$ cat config.mk
export PLATFORM = sky130hd
export DESIGN_NAME = exp_frame_accum
export DESIGN_NICKNAME = d
export VERILOG_FILES = /design/src/rtl/exp_accum_pkg.sv /design/src/rtl/exp_frame_accum_valid_delay_line.sv /design/src/rtl/exp_frame_accum.sv
export SDC_FILE = /design/constraint.sdc
export NUM_CORES = 1
export LEC_CHECK = 0
export BUFFER_PORTS_ARGS = -buffer_cell sky130_fd_sc_hd__buf_4
export CAP_MARGIN = 20
export CORE_MARGIN = 4
export CORE_UTILIZATION = 27
export CTS_CLUSTER_DIAMETER = 60
export DETAILED_ROUTE_END_ITERATION = 7
export GPL_ROUTABILITY_DRIVEN = 0
export GPL_TIMING_DRIVEN = 1
export PLACE_DENSITY = 0.43
export SYNTH_ARGS = -nofsm -noshare
export SYNTH_HDL_FRONTEND = slang
export SYNTH_SLANG_ARGS = --single-unit
$ cat constraint.sdc
create_clock -name clk -period 8.6 [get_ports clk]
set_clock_uncertainty 0.1 [all_clocks]
set_input_delay 0 -clock clk [delete_from_list [all_inputs] [get_ports clk]]
set_output_delay 0 -clock clk [all_outputs]
set_load 0.005 [all_outputs]
$ cat src/rtl/exp_accum_pkg.sv
// Shared types and constants for the exponential-unit frame accumulator.
package exp_accum_pkg;

  typedef enum logic {IDLE = 1'b0, ACCUM = 1'b1} acc_state_t;

  localparam int EXP_W    = 20;
  localparam int EXP_FRAC = 4;

endpackage

$ cat src/rtl/exp_frame_accum_valid_delay_line.sv
// valid_delay_line: LAT-stage {valid, last} shift register matched to the exponential unit latency.
module valid_delay_line #(
  parameter int LAT = 6
) (
  input  logic       clk,
  input  logic       rst_n,
  input  logic [1:0] iBits,
  output logic [1:0] oTap,
  output logic       oAnyValidNext
);

  logic [LAT-1:0][1:0] stages;

  // Shift every cycle; the upstream unit never stalls.
  always_ff @(posedge clk or negedge rst_n) begin
    if (!rst_n) begin
      stages <= {LAT{2'b00}};
    end else begin
      stages[0] <= iBits;
      for (int i = 1; i < LAT; i++) begin
        stages[i] <= stages[i-1];
      end
    end
  end

  // Valid bits the line will hold after the next edge, so busy can be registered in step.
  always_comb begin
    oAnyValidNext = iBits[1];
    for (int i = 0; i < LAT - 1; i++) begin
      oAnyValidNext = oAnyValidNext | stages[i][1];
    end
  end

  assign oTap = stages[LAT-1];

endmodule

$ cat src/rtl/exp_frame_accum.sv
// exp_frame_accum: sums exponential-unit outputs over a frame (softmax denominator).
// Define EXP_FRAME_ACCUM_SAT_EN for a saturating accumulator with overflow reporting.
module exp_frame_accum
  import exp_accum_pkg::*;
#(
  parameter int LAT   = 6,
  parameter int ACC_W = 28,
  parameter int CNT_W = 9
) (
  input  logic             clk,
  input  logic             rst_n,
  input  logic             iValid,
  input  logic             iLast,
  input  logic [EXP_W-1:0] iExpData,
  output logic [ACC_W-1:0] oSum,
  output logic [CNT_W-1:0] oCount,
  output logic             oSumValid,
  input  logic             iSumReady,
  output logic             oBusy,
  output logic             oOverflow,
  output logic             oOverrun
);

  acc_state_t       state;
  logic [ACC_W-1:0] acc;
  logic [ACC_W-1:0] accBase;
  logic [ACC_W-1:0] accNext;
  logic [ACC_W-1:0] expExt;
  logic [CNT_W-1:0] count;
  logic [CNT_W-1:0] countBase;
  logic [CNT_W-1:0] countNext;
  logic [1:0]       tap;
  logic             tapV;
  logic             tapL;
  logic             frameDone;
  logic             anyValidNext;
  logic             frameOvfNext;
  logic             accumNext;
`ifdef EXP_FRAME_ACCUM_SAT_EN
  logic [ACC_W:0]   sumWide;
  logic             frameOvf;
`endif

  valid_delay_line #(.LAT(LAT)) uDelay (
    .clk           (clk),
    .rst_n         (rst_n),
    .iBits         ({iValid, iLast & iValid}),
    .oTap          (tap),
    .oAnyValidNext (anyValidNext)
  );

  assign tapV      = tap[1];
  assign tapL      = tap[0];
  assign frameDone = tapV & tapL;

  // Running sum/count including the sample on the tap; IDLE starts a fresh frame.
  always_comb begin
    expExt    = ACC_W'(iExpData);
    accBase   = (state == ACCUM) ? acc : {ACC_W{1'b0}};
    countBase = (state == ACCUM) ? count : {CNT_W{1'b0}};
`ifdef EXP_FRAME_ACCUM_SAT_EN
    sumWide = {1'b0, accBase} + {1'b0, expExt};
    if (sumWide[ACC_W]) begin
      accNext      = {ACC_W{1'b1}};
      frameOvfNext = 1'b1;
    end else begin
      accNext      = sumWide[ACC_W-1:0];
      frameOvfNext = (state == ACCUM) & frameOvf;
    end
`else
    accNext      = accBase + expExt;
    frameOvfNext = 1'b0;
`endif
    if (&countBase) begin
      countNext = countBase;
    end else begin
      countNext = countBase + CNT_W'(1'b1);
    end
    if (tapV) begin
      accumNext = ~tapL;
    end else begin
      accumNext = (state == ACCUM);
    end
  end

  // Frame FSM, accumulator and the result register with its handshake.
  always_ff @(posedge clk or negedge rst_n) begin
    if (!rst_n) begin
      state     <= IDLE;
      acc       <= {ACC_W{1'b0}};
      count     <= {CNT_W{1'b0}};
      oSum      <= {ACC_W{1'b0}};
      oCount    <= {CNT_W{1'b0}};
      oSumValid <= 1'b0;
      oBusy     <= 1'b0;
      oOverflow <= 1'b0;
      oOverrun  <= 1'b0;
`ifdef EXP_FRAME_ACCUM_SAT_EN
      frameOvf  <= 1'b0;
`endif
    end else begin
      case (state)
        IDLE:    state <= (tapV && !tapL) ? ACCUM : IDLE;
        ACCUM:   state <= (tapV && tapL) ? IDLE : ACCUM;
        default: state <= IDLE;
      endcase
      if (tapV) begin
        acc      <= accNext;
        count    <= countNext;
`ifdef EXP_FRAME_ACCUM_SAT_EN
        frameOvf <= frameOvfNext;
`endif
      end
      // A completion into a held, unaccepted result is dropped and flagged.
      if (frameDone && (!oSumValid || iSumReady)) begin
        oSum      <= accNext;
        oCount    <= countNext;
        oOverflow <= frameOvfNext;
        oSumValid <= 1'b1;
      end else if (frameDone) begin
        oOverrun  <= 1'b1;
      end else if (iSumReady) begin
        oSumValid <= 1'b0;
      end
      oBusy <= accumNext | anyValidNext;
    end
  end

endmodule

Word-level counts from Yosys, hierarchy flattened

Index checks and enable logic that the tools add are counted.

Equality and inequality tests: 1
Add/sub/neg operators: 2
Bitwise logic cells: 11
Muxes and demuxes: 10
Reductions and logical operators: 10

Operator list:

| cell                                                   | count |
|---|---|
| adder 28 x 20 -> 28 bit                                | 1 |
| two-way mux 28 bit                                     | 1 |
| two-way mux 9 bit                                      | 2 |
| adder 9 x 1 -> 9 bit (second input constant)           | 1 |
| AND reduction 9 bit                                    | 1 |
| two-way mux 1 bit                                      | 6 |
| bitwise OR 1 bit                                       | 6 |
| AND reduction 2 bit                                    | 2 |
| logical AND 1 bit                                      | 3 |
| NOT 1 bit                                              | 3 |
| bitwise AND 1 bit                                      | 2 |
| zero test 1 bit                                        | 2 |
| inequality test 2 x 1 -> 1 bit (second input constant) | 1 |
| one-hot mux 1 bit (2 select lines)                     | 1 |
| nonzero test 2 bit                                     | 1 |
| logical OR 1 bit                                       | 1 |

Bits of input ports: 25
Bits in registers: 90
Logic and storage cells: 48
Output and inout bits: 41

Depth between registers and ports, before layout

Gate-level depths: netlist of the first run.

Depth in word-level cells: 6
Gate-level depth with buffers: 14
Mapped depth without buffers: 10

Modules after synthesis

Synthesis of the first run repeated with hierarchy kept, for this count alone.

Cell total of the unflattened synthesis: 535
Area total of the unflattened synthesis: 5011.1 sq um

By module, submodules not included:

| module           | area each (sq um) | times used | seq. area each (sq um) | cells an instance |
|---|---|---|---|---|
| exp_frame_accum  | 4682.0            | 1          | 1951.9                 | 518 |
| valid_delay_line | 329.1             | 1          | 300.3                  | 17 |

Least setup slack after synthesis of the first run

Ideal clock, no wire load.

Path kind: flip-flop to flip-flop
From: reg state
To: reg acc[22]
Path buffers: 3
Data arrival time: 2.903 ns
Period minus slack after synthesis: 3.127 ns
Library setup time: 0.124 ns
Path slack: 5.473 ns
Data required time: 8.376 ns
Cell stages (with the launch flop): 14
Path through: dfrtp_1 buf_2 clkbuf_1 clkbuf_1 and2_1 ha_1 fa_1 a21o_1 a221oi_2 nand3b_1 o211ai_2 a211oi_2 nor3_1 a211o_1

Longest elaborated chain between the ends: 2

Ends and longest elaborated chain:

| element                 | RTL line               | RTL |
|---|---|---|
| from (decl)             | exp_frame_accum.sv:24  | `acc_state_t state;` |
| from (signal assigned)  | exp_frame_accum.sv:103 | `IDLE: state <= (tapV && !tapL) ? ACCUM : IDLE;` |
| from (signal assigned)  | exp_frame_accum.sv:104 | `ACCUM: state <= (tapV && tapL) ? IDLE : ACCUM;` |
| two-way mux 28 bit      | exp_frame_accum.sv:59  | `accBase = (state == ACCUM) ? acc : {ACC_W{1'b0}};` |
| adder 28 x 20 -> 28 bit | exp_frame_accum.sv:71  | `accNext = accBase + expExt;` |
| to (signal assigned)    | exp_frame_accum.sv:90  | `acc <= {ACC_W{1'b0}};` |
| to (signal assigned)    | exp_frame_accum.sv:108 | `acc <= accNext;` |
| to (decl)               | exp_frame_accum.sv:25  | `logic [ACC_W-1:0] acc;` |

Every way passes these cells.
A chain may end at the register's enable or synchronous reset.

Final worst setup path of the first run

From: reg state
To: reg oSum[25]

Longest elaborated chain between the ends: 2

Ends and longest elaborated chain:

| element                 | RTL line               | RTL |
|---|---|---|
| two-way mux 28 bit      | exp_frame_accum.sv:59  |  |
| adder 28 x 20 -> 28 bit | exp_frame_accum.sv:71  |  |
| to (signal assigned)    | exp_frame_accum.sv:92  | `oSum <= {ACC_W{1'b0}};` |
| to (signal assigned)    | exp_frame_accum.sv:116 | `oSum <= accNext;` |
| to (decl)               | exp_frame_accum.sv:15  | `output logic [ACC_W-1:0] oSum,` |

Every way passes these cells.

==> results.yml, run 1 <==
synth:
  ys_seq_area_frac: 0.447
  synth_flop_cell: "dfrtp_1"
  netlist.area_leader.share: 0.447
  synthTopCellsByCount: "dfrtp_1 (90), nand2_1 (88), and2_1 (28), mux2_2 (28)"
  yosys.area.top_type: "dfrtp_1"
  ys_types: 60
  synth_most_common_cell: "dfrtp_1"
  synth_nets: 566
  synth_area_leaders: "dfrtp_1 (45%), nand2_1 (6.6%), mux2_2 (6.3%)"
  yosysWarningCount: 0
  synth-edff-count: 0
  syn_area_per_cell_um2: 9.70
  syn_area_um2: 5030
  ys_async_sr_fraction: 1.00
  post_synth_inst_count: 519
  synth-seq-cells: 90
critical_path:
  startpoint: "state"
  r2r_slack_ns: 5.36
  r2r_end: "oSum[25]"
  worstSetupEndpoint: "oSum[25]"
  endpoint_kind: "register"
  cp-start-kind: "register"
  crit_fanout: 46
  rr_startpoint: "state"
  required_ns: 8.79
  rr_worst_depth: 10
  path_class: "reg2reg"
  worstPathArrival_ns: 3.43
timing:
  slew_headroom: 0.455
  fmax_ghz: 0.308
  drv_slew: 0
  fin_tns_setup_ns: 0
  finalSetupViolCount: 0
  hold_violations: 0
  tightest_slew_ns: 0.818
  fin_crit_ns: 3.24
  finalCritPeriodShare: 0.377
  rsz0062_at_grt: "no"
die:
  num_io_pins: 66
  dieArea_um2: 20900
  core_area_um2: 18100
  die_w_um: 145
  rows: 49
  start_util: 0.277
  die_h_um: 145
status:
  outcome: "finished, final reports clean"
grt:
  first_global_vias: 4012
  antenna_found_initial: 0
  grt_max_degree: 63
  grt_overflow: 0
  grt_pass1_wl_um: 21000
  grt_usage: 0.127
placed_design:
  place_hpwl_um: 9020
  port_buffers: 64
  place_area_um2: 5720
drt:
  viasPerCell: 4.90
  wl_per_cell_um: 15.5
  first_iter_violations: 338
  final_antenna_net_count: 0
  drt_pass1_iterations: 4
  finalWirelength_um: 12600
  dr_total_vias: 3967
  drc: 0
power_and_ir_drop:
  intPower_w: 0.00130
  power_frac_comb: 0.439
  p_sw_w: 0.000726
  seq_power_share: 0.331
  switching_share: 0.358
  irDropWorstVdd_mv: 0.0911
  p_clk_frac: 0.229
  powerDensity_nw_per_um2: 331
  power_leakage_nw: 2.80
final_layout:
  area.growth.synth_to_final_pct: 21.8
  drive_above_1_share: 0.215
  antenna_cells: 0
  fin_area_um2: 6130
  fillers: 1861
  nets: 623
clocking:
  cts.sinks: 90
  cts_tree: "yes"
  cts_inserted_buffers: 9
  cts_root_buffer: "clkbuf_16"
  clk_pin_slew_ns: 0.07
  clk_latency_ns: 0.35
  cts_setup_buffers: 0
  htreeDepth: 3
  ctsResizeCount: 0
  cts_hold_buffers: 6
  clockBufferDepth: 2
hold_path:
  hp-class: "in2async"
flow_run:
  cap_violations: 0
-- worst min-delay path by stage --
stage	start	endpoint	depth (start not counted)
3_3_place_gp	rst_n	oSum[13]	1
2_1_floorplan	rst_n	acc[0]	0
5_1_grt	rst_n	oSum[13]	2
6_report	rst_n	oSum[15]	2
4_1_cts	rst_n	oSum[13]	2
3_5_place_dp	rst_n	oSum[13]	1
-- metrics by stage --
| stage | worst slack (ns) | std cells | hold slack, ns | utilization | total power, W |
|---|---|---|---|---|---|
| 2_1_floorplan | 5.47 | 519 | -0.396 | - | 0.00128 |
| 3_3_place_gp | 5.45 | 788 | -0.147 | 0.315 | 0.00156 |
| 3_5_place_dp | 5.40 | 788 | -0.140 | 0.315 | 0.00158 |
| 5_1_grt | 5.12 | 810 | 0.0564 | 0.338 | 0.00220 |
| 6_report | 5.36 | 810 | 0.0186 | 0.338 | 0.00203 |
| 4_1_cts | 5.37 | 810 | 0.0263 | 0.338 | 0.00206 |
-- cells in the final DEF (no fill, tap or decap), drive strengths merged, types with 4 or more instances in the layout --
cell / n
a21o: 15
nand3: 18
o211ai: 4
inv: 10
ha: 21
nor3: 5
or3: 4
nand2: 88
buf: 69
dfrtp: 90
dlygate4sd3: 6
and2: 28
o221ai: 4
xor2: 6
nor2b: 6
o21ai: 26
a21oi: 22
xnor2: 19
clkbuf: 10
mux2i: 7
nand4: 5
a21boi: 5
o21a: 4
nor2: 23
a31oi: 6
and4: 4
mux2: 28
-- registers in the layout (all words and copies together) (netlist names) --
register,count
uDelay.stages,10
state,1
oBusy,1
oCount,9
acc,28
count,9
uDelay.oTap,2
oSumValid,1
oSum,28
oOverrun,1
-- critical path, cell delays in order, from the launching register on --
cell and delay, ns:
dfrtp_1 0.32, buf_4 0.38, and2_1 0.20, ha_1 0.31
a21oi_1 0.31, a2bb2oi_1 0.25, nor2b_1 0.15, o21ai_1 0.15
a31oi_1 0.54, mux2_2 0.40, nand2_1 0.06
-- logic make-up (layout without fill, tap and decap cells) --
kind of cell    Yosys count  count (layout)  synth area share
fa+ha+maj                22              22            0.0562
mux                      35              35            0.0766
simple gates            197             197             0.188
other cells               1               1          0.000745
compound gates          111             111             0.157
xor+xnor                 25              25            0.0435
buf+inv                  38             100            0.0303
flops                    90              90             0.447
-- power by group through the flow --
stage / logic (W) / clock network, W / registers, W
after CTS: 0.000903 / 0.000484 / 0.000675
final: 0.000891 / 0.000465 / 0.000672
after global placement: 0.000886 / 0 / 0.000678
after floorplan: 0.000618 / 0 / 0.000658
after global routing: 0.00100 / 0.000503 / 0.000695
after detailed placement: 0.000895 / 0 / 0.000682
-- metal layers --
layer  up-vias  global-route usage  part of all wire
met1      1947               0.177              0.50
li1       1938                   -                 -
met5         -                   0                 0
met4         0              0.0383             0.017
met3        13              0.0288             0.036
met2        69               0.197              0.45
-- cell type report --
type | instances | area, µm² | share of cell area
clock buffers | 10 | 239 | 0.0390
well taps | 229 | 287 | 0.0467
clock inverters | 6 | 113 | 0.0184
flip-flops and latches | 90 | 2250 | 0.367
repair buffers | 75 | 578 | 0.0942
inverters | 9 | 33.8 | 0.00551
multi-input cells | 391 | 2630 | 0.429
Power figures use the tool's default switching activity.
==> run 2: changes to the inputs <==
==> constraint.sdc (replaced) <==
create_clock -name clk -period 3.1 [get_ports clk]
set_clock_uncertainty 0.1 [all_clocks]
set_input_delay 0 -clock clk [delete_from_list [all_inputs] [get_ports clk]]
set_output_delay 0 -clock clk [all_outputs]
set_load 0.005 [all_outputs]
==> results.yml, run 2 (same netlist as run 1, synthesis figures left out) <==
status:
  outcome: "finished, final reports clean"
drt:
  dr_total_vias: 3949
  first_iter_violations: 251
  drt_pass1_iterations: 4
  drt-met1-wl_um: 6470
  highest_layer: "met4"
  wl_met2_um: 5590
  viasPerCell: 4.78
  dr_wl_met3_um: 494
  final_antenna_net_count: 0
  wl_per_cell_um: 15.5
  drc: 0
  finalWirelength_um: 12800
grt:
  grt_pass1_wl_um: 20700
  grt_overflow: 0
  first_global_vias: 3931
  grt_max_degree: 46
  antenna_found_initial: 0
  grt_usage: 0.127
critical_path:
  endpoint_kind: "register"
  required_ns: 3.23
  slowest_delay_ns: 0.47
  worstPathArrival_ns: 3.05
  path_class: "reg2reg"
  crit_family: "compound AO/OA/AOI/OAI gates"
  cp_slowest_cell: "dfrtp_2"
  cp-start-kind: "register"
  cp.buffers_inverters: 2
  cp_cell_sequence: "buf_4, and2_1, ha_1, nand3_1, a2bb2oi_1, o21a_1, o211a_1, o221ai_2, buf_4, mux2i_1, nand3_1"
  crit_fanout: 10
clocking:
  cts_inserted_buffers: 9
  clk_pin_slew_ns: 0.07
  clockBufferDepth: 2
  clk_latency_ns: 0.35
  cts.sinks: 90
  cts_tree: "yes"
  cts_root_buffer: "clkbuf_16"
  htreeDepth: 3
die:
  die_w_um: 145
  rows: 49
  start_util: 0.277
  die_h_um: 145
  dieArea_um2: 20900
  num_io_pins: 66
  core_area_um2: 18100
final_layout:
  final_common_cell: "dfrtp_1"
  nets: 640
  final_cell_mix: "dfrtp_1 (89), nand2_1 (88), buf_4 (86)"
  final_cell_count_no_fill: 827
  post-route-util: 0.343
  antenna_cells: 0
  drive_above_1_share: 0.244
  largestRegisters: "acc x28, oSum x28, uDelay.stages x10"
  area.growth.synth_to_final_pct: 23.8
placed_design:
  numPlacedInstances: 804
  place_hpwl_um: 9540
  port_buffers: 64
  place_ws_ns: 0.0736
timing:
  tightest_slew_ns: 0.720
  worst_slack_ns: 0.184
  hold_violations: 0
  fin_crit_ns: 2.92
  fin_tns_setup_ns: 0
  finalSetupViolCount: 0
  fmax_ghz: 0.343
  finalCritPeriodShare: 0.941
  hold_ws_ns: 0.0550
  slew_headroom: 0.519
  drv_slew: 0
  rsz0062_at_grt: "no"
power_and_ir_drop:
  power_frac_comb: 0.462
  p_clk_frac: 0.205
  intPower_w: 0.00354
  powerDensity_nw_per_um2: 898
  seq_power_share: 0.333
  switching_share: 0.368
  irDropWorstVdd_mv: 0.303
  power_leakage_nw: 2.86
  p_sw_w: 0.00206
hold_path:
  hp-class: "in2reg"
flow_run:
  cap_violations: 0
## run 2: final timing paths
check                                  from              to  slack (ns)  cells after the start
setup / recovery                      state        oSum[27]        0.18                     11
hold / removal                  iExpData[3]         oSum[3]        0.05                      5
setup reg to reg                      state        oSum[27]        0.18                     11
hold reg to reg            uDelay.stages[8]  uDelay.oTap[0]        0.25                      0
max in group asynchronous             rst_n           state        2.03                      3
min in group asynchronous             rst_n        oSum[13]        0.09                      2
## run 2: final cells by class
cell class	instances	area, µm²
fillers	1863	11900
multi-input cells	391	2640
flip-flops and latches	90	2250
repair buffers	92	706
well taps	229	287
clock buffers	10	239
clock inverters	6	71.3
inverters	9	33.8
## run 2: metrics by stage
stage / total power [W] / instance area (µm²)
2_1_floorplan: 0.00354 / 5040
3_3_place_gp: 0.00444 / 5840
3_5_place_dp: 0.00447 / 5840
4_1_cts: 0.00565 / 6210
5_1_grt: 0.00605 / 6230
6_report: 0.00560 / 6230
## run 2: power groups by stage
stage	clock network [W]	registers (W)	logic, W
2_1_floorplan	0	0.00183	0.00172
3_3_place_gp	0	0.00189	0.00256
3_5_place_dp	0	0.00189	0.00257
4_1_cts	0.00119	0.00187	0.00259
5_1_grt	0.00123	0.00192	0.00289
6_report	0.00115	0.00187	0.00258
## run 2: timing repair
| action | 4_1_cts | 5_1_grt |
|---|---|---|
| endpoints found under the setup margin | 0 | 15 |
| hold buffers | 6 | 0 |
| resized for setup | 0 | 4 |
| setup buffers | 0 | 1 |
| endpoints found under the hold margin | 51 | 0 |
## run 2: metal layers
layer  GRT usage  vias to the layer above
li1            -                     1977
met1       0.176                     1881
met2       0.196                       76
met3      0.0225                       15
met4      0.0515                        0
met5           0                        -
## run 2: worst register-to-register path, stage by stage, from the launching register on
cell and delay [ns]:
dfrtp_2 0.47, buf_4 0.17, and2_1 0.13, ha_1 0.41, nand3_1 0.19, a2bb2oi_1 0.20
o21a_1 0.18, o211a_1 0.28, o221ai_2 0.22, buf_4 0.19, mux2i_1 0.19, nand3_1 0.09
